$ cat config.mk
export PLATFORM = sky130hd
export DESIGN_NAME = apb_stim_master
export DESIGN_NICKNAME = d
export VERILOG_FILES = /design/src/rtl/apb_stim_master.sv
export SDC_FILE = /design/constraint.sdc
export NUM_CORES = 1
export LEC_CHECK = 0
export BUFFER_PORTS_ARGS = -buffer_cell sky130_fd_sc_hd__buf_2
export CORE_MARGIN = 3
export CORE_UTILIZATION = 45
export CTS_CLUSTER_DIAMETER = 60
export DETAILED_ROUTE_END_ITERATION = 10
export GPL_TIMING_DRIVEN = 0
export PLACE_DENSITY = 0.86
export SLEW_MARGIN = 20
export SYNTH_ARGS = -nofsm -noshare
export SYNTH_HDL_FRONTEND = slang
export SYNTH_SLANG_ARGS = --single-unit
$ cat constraint.sdc
create_clock -name clk -period 3.8 [get_ports clk]
set_input_delay 0.38 -clock clk [delete_from_list [all_inputs] [get_ports clk]]
set_output_delay 0.38 -clock clk [all_outputs]
set_load 0.02 [all_outputs]
$ cat src/rtl/apb_stim_master.sv
// APB master stimulus stage: turns bench commands into APB SETUP/ACCESS cycles and
// reports completion, waiting on operation_done (or timing out) after control-register writes.
module apb_stim_master #(
  parameter int AMBA_ADDR_WIDTH = 20,
  parameter int AMBA_WORD       = 32,
  parameter int DONE_TIMEOUT    = 8
) (
  input  logic                       clk,
  input  logic                       rst,
  input  logic                       cmd_valid,
  output logic                       cmd_ready,
  input  logic                       cmd_write,
  input  logic [AMBA_ADDR_WIDTH-1:0] cmd_addr,
  input  logic [AMBA_WORD-1:0]       cmd_wdata,
  output logic [AMBA_ADDR_WIDTH-1:0] PADDR,
  output logic [AMBA_WORD-1:0]       PWDATA,
  output logic                       PWRITE,
  output logic                       PSEL,
  output logic                       PENABLE,
  input  logic [AMBA_WORD-1:0]       PRDATA,
  input  logic                       operation_done,
  output logic                       rsp_valid,
  output logic [AMBA_WORD-1:0]       rsp_rdata,
  output logic                       rsp_timeout
);

  localparam int CNT_W = $clog2(DONE_TIMEOUT + 1);
  localparam logic [CNT_W-1:0] CNT_ZERO = CNT_W'(0);
  localparam logic [CNT_W-1:0] CNT_ONE  = CNT_W'(1);
  localparam logic [CNT_W-1:0] CNT_LAST = CNT_W'(DONE_TIMEOUT - 1);

  typedef enum logic [1:0] {
    IDLE      = 2'd0,
    SETUP     = 2'd1,
    ACCESS    = 2'd2,
    WAIT_DONE = 2'd3
  } state_t;

  state_t           state_r;
  logic [CNT_W-1:0] cnt_r;
  logic             ctrl_addr_s;

  // The latched address decides whether the write targets the control register.
  assign ctrl_addr_s = (PADDR[3:0] == 4'h0);
  assign cmd_ready   = (state_r == IDLE);

  // Transaction sequencer: APB phases, completion wait and one-cycle response pulse.
  always_ff @(posedge clk or posedge rst) begin
    if (rst) begin
      state_r     <= IDLE;
      cnt_r       <= CNT_ZERO;
      PADDR       <= {AMBA_ADDR_WIDTH{1'b0}};
      PWDATA      <= {AMBA_WORD{1'b0}};
      PWRITE      <= 1'b0;
      PSEL        <= 1'b0;
      PENABLE     <= 1'b0;
      rsp_valid   <= 1'b0;
      rsp_rdata   <= {AMBA_WORD{1'b0}};
      rsp_timeout <= 1'b0;
    end else begin
      rsp_valid <= 1'b0;
      case (state_r)
        IDLE: begin
          if (cmd_valid) begin
            PADDR   <= cmd_addr;
            PWDATA  <= cmd_wdata;
            PWRITE  <= cmd_write;
            PSEL    <= 1'b1;
            PENABLE <= 1'b0;
            state_r <= SETUP;
          end else begin
            PSEL    <= 1'b0;
            PENABLE <= 1'b0;
          end
        end
        SETUP: begin
          PENABLE <= 1'b1;
          state_r <= ACCESS;
        end
        ACCESS: begin
          PSEL    <= 1'b0;
          PENABLE <= 1'b0;
          if (!PWRITE) begin
            rsp_rdata   <= PRDATA;
            rsp_valid   <= 1'b1;
            rsp_timeout <= 1'b0;
            state_r     <= IDLE;
          end else if (!ctrl_addr_s) begin
            rsp_rdata   <= {AMBA_WORD{1'b0}};
            rsp_valid   <= 1'b1;
            rsp_timeout <= 1'b0;
            state_r     <= IDLE;
          end else begin
            cnt_r   <= CNT_ZERO;
            state_r <= WAIT_DONE;
          end
        end
        WAIT_DONE: begin
          // operation_done takes priority over the final timeout count.
          if (operation_done) begin
            rsp_rdata   <= {AMBA_WORD{1'b0}};
            rsp_valid   <= 1'b1;
            rsp_timeout <= 1'b0;
            state_r     <= IDLE;
          end else if (cnt_r == CNT_LAST) begin
            rsp_rdata   <= {AMBA_WORD{1'b0}};
            rsp_valid   <= 1'b1;
            rsp_timeout <= 1'b1;
            state_r     <= IDLE;
          end else begin
            cnt_r <= cnt_r + CNT_ONE;
          end
        end
        default: begin
          PSEL    <= 1'b0;
          PENABLE <= 1'b0;
          state_r <= IDLE;
        end
      endcase
    end
  end

endmodule

==> results of run 1 <==
power breakdown:
group          internal [mW]  switching (mW)
sequential              1.47           0.243
combinational          0.853            1.27
clock                  0.373           0.326
registers in the layout, indices dropped and copies added (netlist names):
name	count
cnt_r	4
rsp_rdata	32
PWDATA	32
PSEL	1
rsp_valid	1
rsp_timeout	1
state_r	2
PENABLE	1
PWRITE	1
PADDR	20
critical path: stages, from the launching register on:
cell and delay, ps:
dfrtp_1 360, clkbuf_2 170, nor2_1 200, and2_1 150
buf_4 180, buf_2 250, mux2_2 360
cells in the final DEF, fill, tap and decap left out, types with 2 or more instances in the layout:
cell       synthesis  routed
clkbuf_1           3       7
bufinv_16          0       2
mux2_2            53      53
buf_6              4       4
o21ai_0           29      29
dfrtp_1           95      95
mux2i_1            2       2
inv_1              4       3
and2_1             2       2
a21o_1             2       2
nand2_1           67      67
a21oi_1            2       2
clkbuf_2           3       3
nor2_1             3       3
nand2b_1           3       3
buf_4              5       5
buf_2              2     180
clkbuf_8           0       9
o21ai_1            4       4
Yosys cell counts:
library cell	instances
inv_2	1
clkbuf_1	3
or4_4	1
nor2_1	3
mux2_2	53
ha_1	1
nand3b_1	1
buf_2	2
buf_6	4
nand2_1	67
buf_4	5
a31oi_1	1
inv_1	4
o221ai_4	1
dfrtp_1	95
o2bb2ai_1	1
mux2i_1	2
nand3_1	1
o21ai_1	4
a21o_1	2
and3b_1	1
o21ai_0	29
a22o_1	1
a21oi_1	2
clkbuf_2	3
nand2b_1	3
o22ai_1	1
nor4b_1	1
and2_1	2
logic make-up (layout without fill, tap and decap cells):
group	after synthesis	count (layout)
simple gates	80	80
fa+ha+maj	1	1
buf+inv	22	217
mux	55	55
compound gates	42	42
flops	95	95
through the flow:
| step | setup WS (ps) | utilization (%) | instances |
|---|---|---|---|
| 2_1_floorplan | 943 | - | 295 |
| 3_3_place_gp | 31.2 | 60.2 | 575 |
| 3_5_place_dp | 2020 | 60.5 | 576 |
| 4_1_cts | 2000 | 63.2 | 592 |
| 5_1_grt | 1920 | 63.2 | 592 |
| 6_report | 2020 | 63.2 | 592 |
layout make-up:
type                    count  area share (%)
flip-flops and latches     95            47.7
well taps                 102            2.56
multi-input cells         178            24.3
plain buffers              17            2.39
clock buffers              13            2.79
clock inverters             3            1.36
inverters                   5           0.427
repair buffers            179            18.4
final timing paths:
| check | slack [ps] | cells past startpoint | to | start |
|---|---|---|---|---|
| hold / removal | 60 | 2 | PADDR[11] | rst |
| max in group asynchronous | 3100 | 3 | PWDATA[28] | rst |
| min in group clk | 250 | 2 | PADDR[9] | cmd_addr[9] |
| setup / recovery | 2020 | 6 | PWDATA[24] | state_r[1] |
| setup reg to reg | 2020 | 6 | PWDATA[24] | state_r[1] |
| hold reg to reg | 480 | 1 | PSEL | PSEL |
per-layer routing:
layer / up-vias / global-route usage (%)
met5: - / 0
met2: 127 / 31.9
met3: 18 / 4.61
li1: 1362 / -
met4: 0 / 7.99
met1: 1373 / 23.1
==> summary.txt, run 1 <==
Status: complete, no violations
# hold bufs at CTS: 0
Site Rows: 32
Initial antenna violation count: 0
PwrDens: 909 nW/um2
FF+latch count, synth: 95
GP Congestion: 0.871
Routed WL per cell: 14.4 um
Synth Instances: 295
Storage element area: 2380 um2
Total Power: 4.53 mW
Number of global-route vias before repair: 3055
Total global routing overflow: 0
Syn_area_per_cell: 12.6 um2
Met3 wire length: 647 um
Maximum clock path buffer count: 2
Largest net degree at the start of global routing: 59
Core area: 7890 um2
Clk root buf: clkbuf_8
Relative slew slack: 67.5%
Via count: 2880
Slew Viols, Final: 0
Area of the multi-input gates: 1210 um2
Nets: 575
WP data required: 4030 ps
Final hold violations: 0
RSZ-0062 raised after global routing: no
Synthesized area: 3730 um2
H-tree Lvls: 3
Setup Skew: 12.5 ps
Fin crit share: 46.7%
First-pass GRT wire length: 14500 um
Yosys warnings: 0
Router iterations before antenna repair: 4
Uppermost layer routed: met4
Crit. End Element: flop
Reg clk slew, reported paths: 90 ps
Leak: 2.56 nW
Sink Count: 95
Initial drt markers: 54
Share of cells above drive strength 1: 53.5%
Mux share of post-synthesis cell area: 16.6%
# IOs: 179
Setup tns final: 0 ps
Hold slack: 56.0 ps
Syn Nets: 385
Routed WL: 8550 um
Post_cts resized: 0
Post-route DRC: 0
Yosys top cell by area: dfrtp_1
WP data arrival: 2000 ps
Crit path max fanout: 10
Min-delay worst type: in2async
Fillcell total: 648
Worst-Skew Late Latency: 350 ps
Final ANT Viol Nets: 0
Total GRT Usage: 18.9%
# setup viols final: 0
Top post-synthesis cells by area: dfrtp_1, mux2_2, nand2_1, o21ai_0, buf_6
Crit Path Class: reg2reg
Main combinational cell family by area after synthesis: multiplexers
F_max: 563 MHz
Die area: 9410 um2
Starting Density: 47.2%
Compound-cell area share of the yosys netlist: 6.62%
Worst-Margin Slew: 487 ps
CTS Buf Count: 9
Final Cell Area: 4980 um2
Worst VDD drop: 0.404 mV
HPWL after DPL: 6640 um
Synth Area in Simple Gates: 9.00%
DP Area: 4770 um2
Top-area cell type share of the netlist area: 63.8%
Adder-Cell Fraction of Synth Area: 0.336%
Die span in x: 97.0 um
Post-synthesis sequential area ratio: 63.8%
Post-CTS setup buffers: 0
Met2 routed WL: 4310 um
CTS tree: built
Area Overhead vs Synth: 33.7%
XOR/XNOR Fraction of Synth Area: 0%
Clock period minus final worst setup slack: 1780 ps
Crit start category: flop
Die Y: 97.0 um
M1 WL: 3350 um
Max cap viols: 0
Port Buffers: 178
Antenna diodes: 0
Via/cell ratio: 4.86
Distinct cells, synth: 29
No activity file was read; power rests on OpenSTA's default activity.
==> run 2, diff against run 1 <==
CORE_UTILIZATION = 41   (was 45)
PLACE_DENSITY = 0.83   (was 0.86)
clock period = 1.5 ns   (was 3.8 ns; I/O delays follow)
==> summary.txt, run 2 (synthesis results as in run 1) <==
Total GRT Usage: 18.8% (was 18.9%)
Status: complete, but fails checks (was complete, no violations)
Met2 Resource Use GR: 32.4% (was 31.9%)
Crit path max fanout: 5 (was 10)
Via/cell ratio: 4.95 (was 4.86)
Final ANT Viol Nets: 0 (unchanged)
Number of global-route vias before repair: 3099 (was 3055)
WP data arrival: 1950 ps (was 2000 ps)
Min-delay worst type: in2reg (was in2async)
Hold slack: 22.1 ps (was 56.0 ps)
Top Registers: PWDATA: 32 flops, rsp_rdata: 32 flops, PADDR: 20 flops (unchanged)
WP data required: 1740 ps (was 4030 ps)
Antenna diodes: 0 (unchanged)
Share of cells above drive strength 1: 60.2% (was 53.5%)
Clk root buf: clkbuf_8 (unchanged)
Met1 Track Usage GR: 23.4% (was 23.1%)
Most frequent cells in the layout: buf_2, dfrtp_1, nand2_1, mux2_4, o21ai_1 (was buf_2, dfrtp_1, nand2_1, mux2_2, o21ai_0)
Finished Layout Cells: 618 (was 592)
Die Y: 101 um (was 97.0 um)
Crit start category: flop (unchanged)
Worst-Margin Slew: 469 ps (was 487 ps)
Sink Count: 95 (unchanged)
Crit Path Class: reg2reg (unchanged)
Max cap viols: 0 (unchanged)
# setup viols final: 40 (was 0)
Leak: 2.94 nW (was 2.56 nW)
GP Congestion: 0.780 (was 0.871)
Area Overhead vs Synth: 51.8% (was 33.7%)
Slew Viols, Final: 0 (unchanged)
Reg clk slew, reported paths: 90 ps (about the same)
Worst VDD drop: 1.19 mV (was 0.404 mV)
F_max: 586 MHz (was 563 MHz)
First-pass GRT wire length: 15200 um (was 14500 um)
Relative slew slack: 68.7% (was 67.5%)
Die area: 10300 um2 (was 9410 um2)
H-tree Lvls: 3 (unchanged)
Maximum clock path buffer count: 2 (unchanged)
# placed instances: 584 (was 576)
M3 GR Usage: 2.75% (was 4.61%)
CTS tree: built (unchanged)
Router iterations before antenna repair: 4 (unchanged)
RSZ-0062 raised after global routing: yes (was no)
Initial drt markers: 79 (was 54)
Routed WL per cell: 16.2 um (was 14.4 um)
Via count: 3057 (was 2880)
Final hold violations: 0 (unchanged)
Clock period minus final worst setup slack: 1710 ps (was 1780 ps)
Setup Skew: 12.7 ps (was 12.5 ps)
Port Buffers: 178 (unchanged)
Site Rows: 34 (was 32)
# IOs: 179 (unchanged)
Fillcell total: 710 (was 648)
Starting Density: 42.5% (was 47.2%)
Post-route DRC: 0 (unchanged)
HPWL after DPL: 7210 um (was 6640 um)
Crit. End Element: flop (unchanged)
Core area: 8760 um2 (was 7890 um2)
GR peak layer: met2 (unchanged)
Commonest non-fill, non-tap cell in the layout: buf_2 (unchanged)
Worst-Skew Late Latency: 340 ps (was 350 ps)
CTS Buf Count: 9 (unchanged)
Final Util: 64.6% (was 63.2%)
Total global routing overflow: 0 (unchanged)
Routed WL: 10000 um (was 8550 um)
Final WS setup: -207 ps (was 2020 ps)
PwrDens: 2330 nW/um2 (was 909 nW/um2)
Largest net degree at the start of global routing: 31 (was 59)
Violated checks: setup timing
Die span in x: 101 um (was 97.0 um)
Fin crit share: 114% (was 46.7%)
Initial antenna violation count: 0 (unchanged)
Nets: 595 (was 575)
run 2: cell types whose count changed in the layout (fill, tap and decap cells not counted), moves of 4 or more:
cell       change
buf_4          +6
nand2_1        -6
buf_12         +8
mux2_4        +53
o21ai_2        +5
clkbuf_16      +5
clkbuf_1       -4
nand2_2        +4
o21ai_1       +19
mux2_2        -53
o21ai_0       -24
run 2: worst paths after layout:
kind / start / to / slack, ps / cells after the start
min in group asynchronous: rst / PWDATA[13] / 350 / 3
setup reg to reg: PADDR[3] / cnt_r[2] / -210 / 5
setup / recovery: PADDR[3] / cnt_r[2] / -210 / 5
max in group asynchronous: rst / PADDR[0] / 450 / 5
hold / removal: PRDATA[13] / rsp_rdata[13] / 20 / 3
hold reg to reg: rsp_rdata[27] / rsp_rdata[27] / 480 / 2
run 2: critical path: stages, from the launching register on:
cell and delay, ps:
dfrtp_1 390, or4_4 580, buf_4 170, o22ai_4 140
nand2_4 100, a22o_1 240
run 2: stage by stage:
step           TNS, ps  cell area (um2)  total power, mW  setup slack, ps
2_1_floorplan    -8140             3970             8.70             -147
6_report         -5970             5660             13.2             -207
3_3_place_gp    -37860             5000             10.4             -431
4_1_cts          -7530             5430             12.8             -229
3_5_place_dp    -11770             5070             10.6             -264
5_1_grt          -9670             5660             14.0             -280
run 2: report_power, final:
| group | switching [mW] | internal (mW) | total, mW | leakage (nW) |
|---|---|---|---|---|
| combinational | 3.64 | 3.37 | 7.01 | 1.68 |
| clock | 0.899 | 0.823 | 1.72 | 0.0989 |
| sequential | 0.714 | 3.73 | 4.44 | 1.16 |
| total | 5.25 | 7.92 | 13.2 | 2.94 |
run 2: per-layer routing:
| layer | vias to the layer above | part of all wire, % |
|---|---|---|
| met1 | 1506 | 41 |
| met5 | - | 0 |
| met4 | 0 | 1.9 |
| li1 | 1421 | - |
| met3 | 15 | 5.7 |
| met2 | 115 | 51 |
run 2: repair_timing:
item	4_1_cts	5_1_grt
gates resized for setup	18	25
pin swaps	7	6
endpoints found under the hold margin	16	0
cloned	3	5
setup endpoints to repair	88	82
setup buffers	6	4
hold buffers	1	0
run 2: final cells by class:
type                            count  area [um2]  area share [%]
Sequential cell                    95        2380            42.1
Multi-Input combinational cell    178        1500            26.5
Timing Repair Buffer              200        1220            21.5
Buffer                             16         200            3.54
Clock buffer                       10         138            2.43
Tap cell                          108         135            2.39
Clock inverter                      6        67.6            1.19
Inverter                            5        22.5           0.398
==> run 3, diff against run 2 <==
ABC_AREA = 1   (was default)
CORE_UTILIZATION = 43   (was 41)
PLACE_DENSITY = 0.84   (was 0.83)
==> summary.txt, run 3 <==
CTS tree: built (unchanged)
# placed instances: 807 (was 584)
Final hold violations: 0 (unchanged)
FF+latch count, synth: 95 (unchanged)
Count leader, synth: nand2_1 (was dfrtp_1)
Syn Nets: 588 (was 385)
RSZ-0062 raised after global routing: yes (unchanged)
Top post-synthesis cells by count: nand2_1, dfrtp_1, nand3_1, inv_1, nor2_2 (was dfrtp_1, nand2_1, mux2_2, o21ai_0, buf_4)
Worst-Skew Late Latency: 350 ps (was 340 ps)
Core area: 9420 um2 (was 8760 um2)
Commonest non-fill, non-tap cell in the layout: nand2_1 (was buf_2)
Via count: 3985 (was 3057)
Synthesized area: 4240 um2 (was 3730 um2)
Setup Skew: 14.5 ps (was 12.7 ps)
Reg clk slew, reported paths: 100 ps (was 90 ps)
Crit path top cell by count: buf_4
Distinct cells, synth: 20 (was 29)
Maximum clock path buffer count: 2 (unchanged)
Crit Path Class: reg2out (was reg2reg)
Number of flops mapped to enable cells by yosys: 0 (unchanged)
Top Registers: PWDATA: 32 flops, rsp_rdata: 32 flops, PADDR: 20 flops (unchanged)
Crit. End Element: primary output (was flop)
Die area: 11100 um2 (was 10300 um2)
R2r startpoint: state_r[0] (was PADDR[3])
Synth Flop Type: dfrtp_1 (unchanged)
Slew Viols, Final: 0 (unchanged)
Hold slack: 19.6 ps (was 22.1 ps)
Nets: 783 (was 595)
PwrDens: 2150 nW/um2 (was 2330 nW/um2)
Yosys top cell by area: dfrtp_1 (unchanged)
Number of global-route vias before repair: 3957 (was 3099)
Hold path start: cmd_wdata[31] (was PRDATA[13])
CP bufs+invs: 2 (was 1)
CP delay by family, top: flip-flops (was simple AND/OR/NAND/NOR gates)
Fillcell total: 828 (was 710)
First-pass GRT wire length: 18300 um (was 15200 um)
CP peak stage delay: 480 ps (was 580 ps)
Worst-Margin Slew: 535 ps (was 469 ps)
Post-synthesis sequential area ratio: 56.1% (was 63.8%)
# setup viols final: 0 (was 40)
Die span in x: 105 um (was 101 um)
CTS Buf Count: 9 (unchanged)
Most frequent cells in the layout: nand2_1, buf_2, dfrtp_1, nand3_1, inv_1 (was buf_2, dfrtp_1, nand2_1, mux2_4, o21ai_1)
Worst path cell trace: nor2_4 > buf_4 > buf_4 (was or4_4 > buf_4 > o22ai_4 > nand2_4 > a22o_1)
Final Util: 59.9% (was 64.6%)
Clock period minus final worst setup slack: 1420 ps (was 1710 ps)
WP data arrival: 1270 ps (was 1950 ps)
Crit start category: flop (unchanged)
GP Congestion: 0.825 (was 0.780)
Router iterations before antenna repair: 5 (was 4)
Leak: 3.32 nW (was 2.94 nW)
Via/cell ratio: 4.82 (was 4.95)
Relative slew slack: 64.4% (was 68.7%)
H-tree Lvls: 3 (unchanged)
Sink Count: 95 (unchanged)
Finished Layout Cells: 827 (was 618)
Max cap viols: 0 (unchanged)
Status: complete, no violations (was complete, but fails checks)
Share of cells above drive strength 1: 37.7% (was 60.2%)
Total global routing overflow: 0 (unchanged)
WP data required: 1350 ps (was 1740 ps)
Post-route DRC: 0 (unchanged)
Site Rows: 35 (was 34)
Area Overhead vs Synth: 33.1% (was 51.8%)
HPWL after DPL: 8500 um (was 7210 um)
Starting Density: 45.0% (was 42.5%)
Min-delay worst type: in2reg (unchanged)
CP Launch Point: state_r[0] (was PADDR[3])
Die Y: 105 um (was 101 um)
Yosys warnings: 0 (unchanged)
Final ANT Viol Nets: 0 (unchanged)
F_max: 702 MHz (was 586 MHz)
Top-area cell type share of the netlist area: 56.1% (was 63.8%)
Clk root buf: clkbuf_8 (unchanged)
Asr flop ratio synth: 100% (unchanged)
Top post-synthesis cells by area: dfrtp_1, nand2_1, nand3_1, nor2_2, inv_1 (was dfrtp_1, mux2_2, nand2_1, o21ai_0, buf_6)
Antenna diodes: 0 (unchanged)
Routed WL per cell: 13.5 um (was 16.2 um)
Routed WL: 11200 um (was 10000 um)
Setup tns final: 0 ps (was -5970 ps)
Crit path max fanout: 10 (was 5)
# IOs: 179 (unchanged)
Initial drt markers: 211 (was 79)
Largest net degree at the start of global routing: 29 (was 31)
Initial antenna violation count: 0 (unchanged)
Fin crit share: 95.0% (was 114%)
Port Buffers: 177 (was 178)
Worst path slowest cell: dfrtp_2 (was or4_4)
Synth Instances: 498 (was 295)
Total GRT Usage: 20.2% (was 18.8%)
Worst VDD drop: 1.21 mV (was 1.19 mV)
Syn_area_per_cell: 8.51 um2 (was 12.6 um2)
==> run 3: cell count changes after synthesis, sizes merged, moves of 33 or more <==
| cell | previous run | this run |
|---|---|---|
| nand2 | 67 | 195 |
| nand3 | 1 | 95 |
| mux2 | 53 | 0 |
| nor2 | 3 | 41 |
| inv | 5 | 38 |
| o21ai | 33 | 0 |
==> run 3: area by class of cell <==
cell class / instances / area, um2 / area share [%]
sequential: 95 / 2380 / 42.2
multi-input combinational: 336 / 1540 / 27.3
timing repair buffer: 184 / 983 / 17.4
buffer: 29 / 219 / 3.88
tap: 129 / 161 / 2.86
clock buffer: 12 / 155 / 2.75
inverter: 38 / 146 / 2.60
clock inverter: 4 / 53.8 / 0.954
==> run 3: logic make-up after synthesis <==
kind of cell	Yosys count	share of synthesized area (%)
xor+xnor	1	0.207
flops	95	56.1
fa+ha+maj	1	0.295
buf+inv	67	8.06
simple gates	334	35.3
==> run 3: layer usage <==
layer | global-route usage, % | up-vias | wire length [um]
met5 | 0 | - | 0
li1 | - | 1935 | -
met1 | 25.0 | 1866 | 4690
met2 | 33.2 | 171 | 5310
met3 | 7.04 | 13 | 1050
met4 | 6.09 | 0 | 142
==> run 3: final timing paths <==
kind                                    to  slack [ps]  cells after the start
worst max-delay path             cmd_ready          80                      3
worst min-delay path            PWDATA[31]          20                      3
worst max register to register    PADDR[8]          90                      6
worst min register to register   PWDATA[7]         470                      2
max in group asynchronous        PWDATA[5]         470                      5
min in group asynchronous       PWDATA[30]         360                      3
==> run 3: power breakdown <==
group | internal, mW | switching, mW | total, mW
logic | 2.11 | 3.87 | 5.98
clock network | 0.866 | 0.873 | 1.74
registers | 3.68 | 0.693 | 4.37
==> run 3: what timing repair did <==
item | 4_1_cts | 5_1_grt
resized for setup | 11 | 12
buffers inserted | 1 | 1
endpoints found under the setup margin | 43 | 43
hold buffers | 1 | 1
pin swaps | 1 | 1
endpoints found under the hold margin | 16 | 1
gates cloned | 0 | 0
==> run 3: per-stage QoR <==
step | setup WS, ps | power, mW | cell area, um2
floorplan | 50.1 | 8.28 | 4240
global placement | -385 | 10.1 | 5290
detailed placement | -202 | 10.3 | 5350
CTS | 12.5 | 12.2 | 5600
global route | -1.68 | 13.0 | 5640
finish | 75.2 | 12.1 | 5640
==> run 3: tightest hold or removal path: cells and delay by family <==
| family | cells | cell delay (ps) |
|---|---|---|
| buf+inv | 1 | 70 |
| simple gates | 2 | 120 |
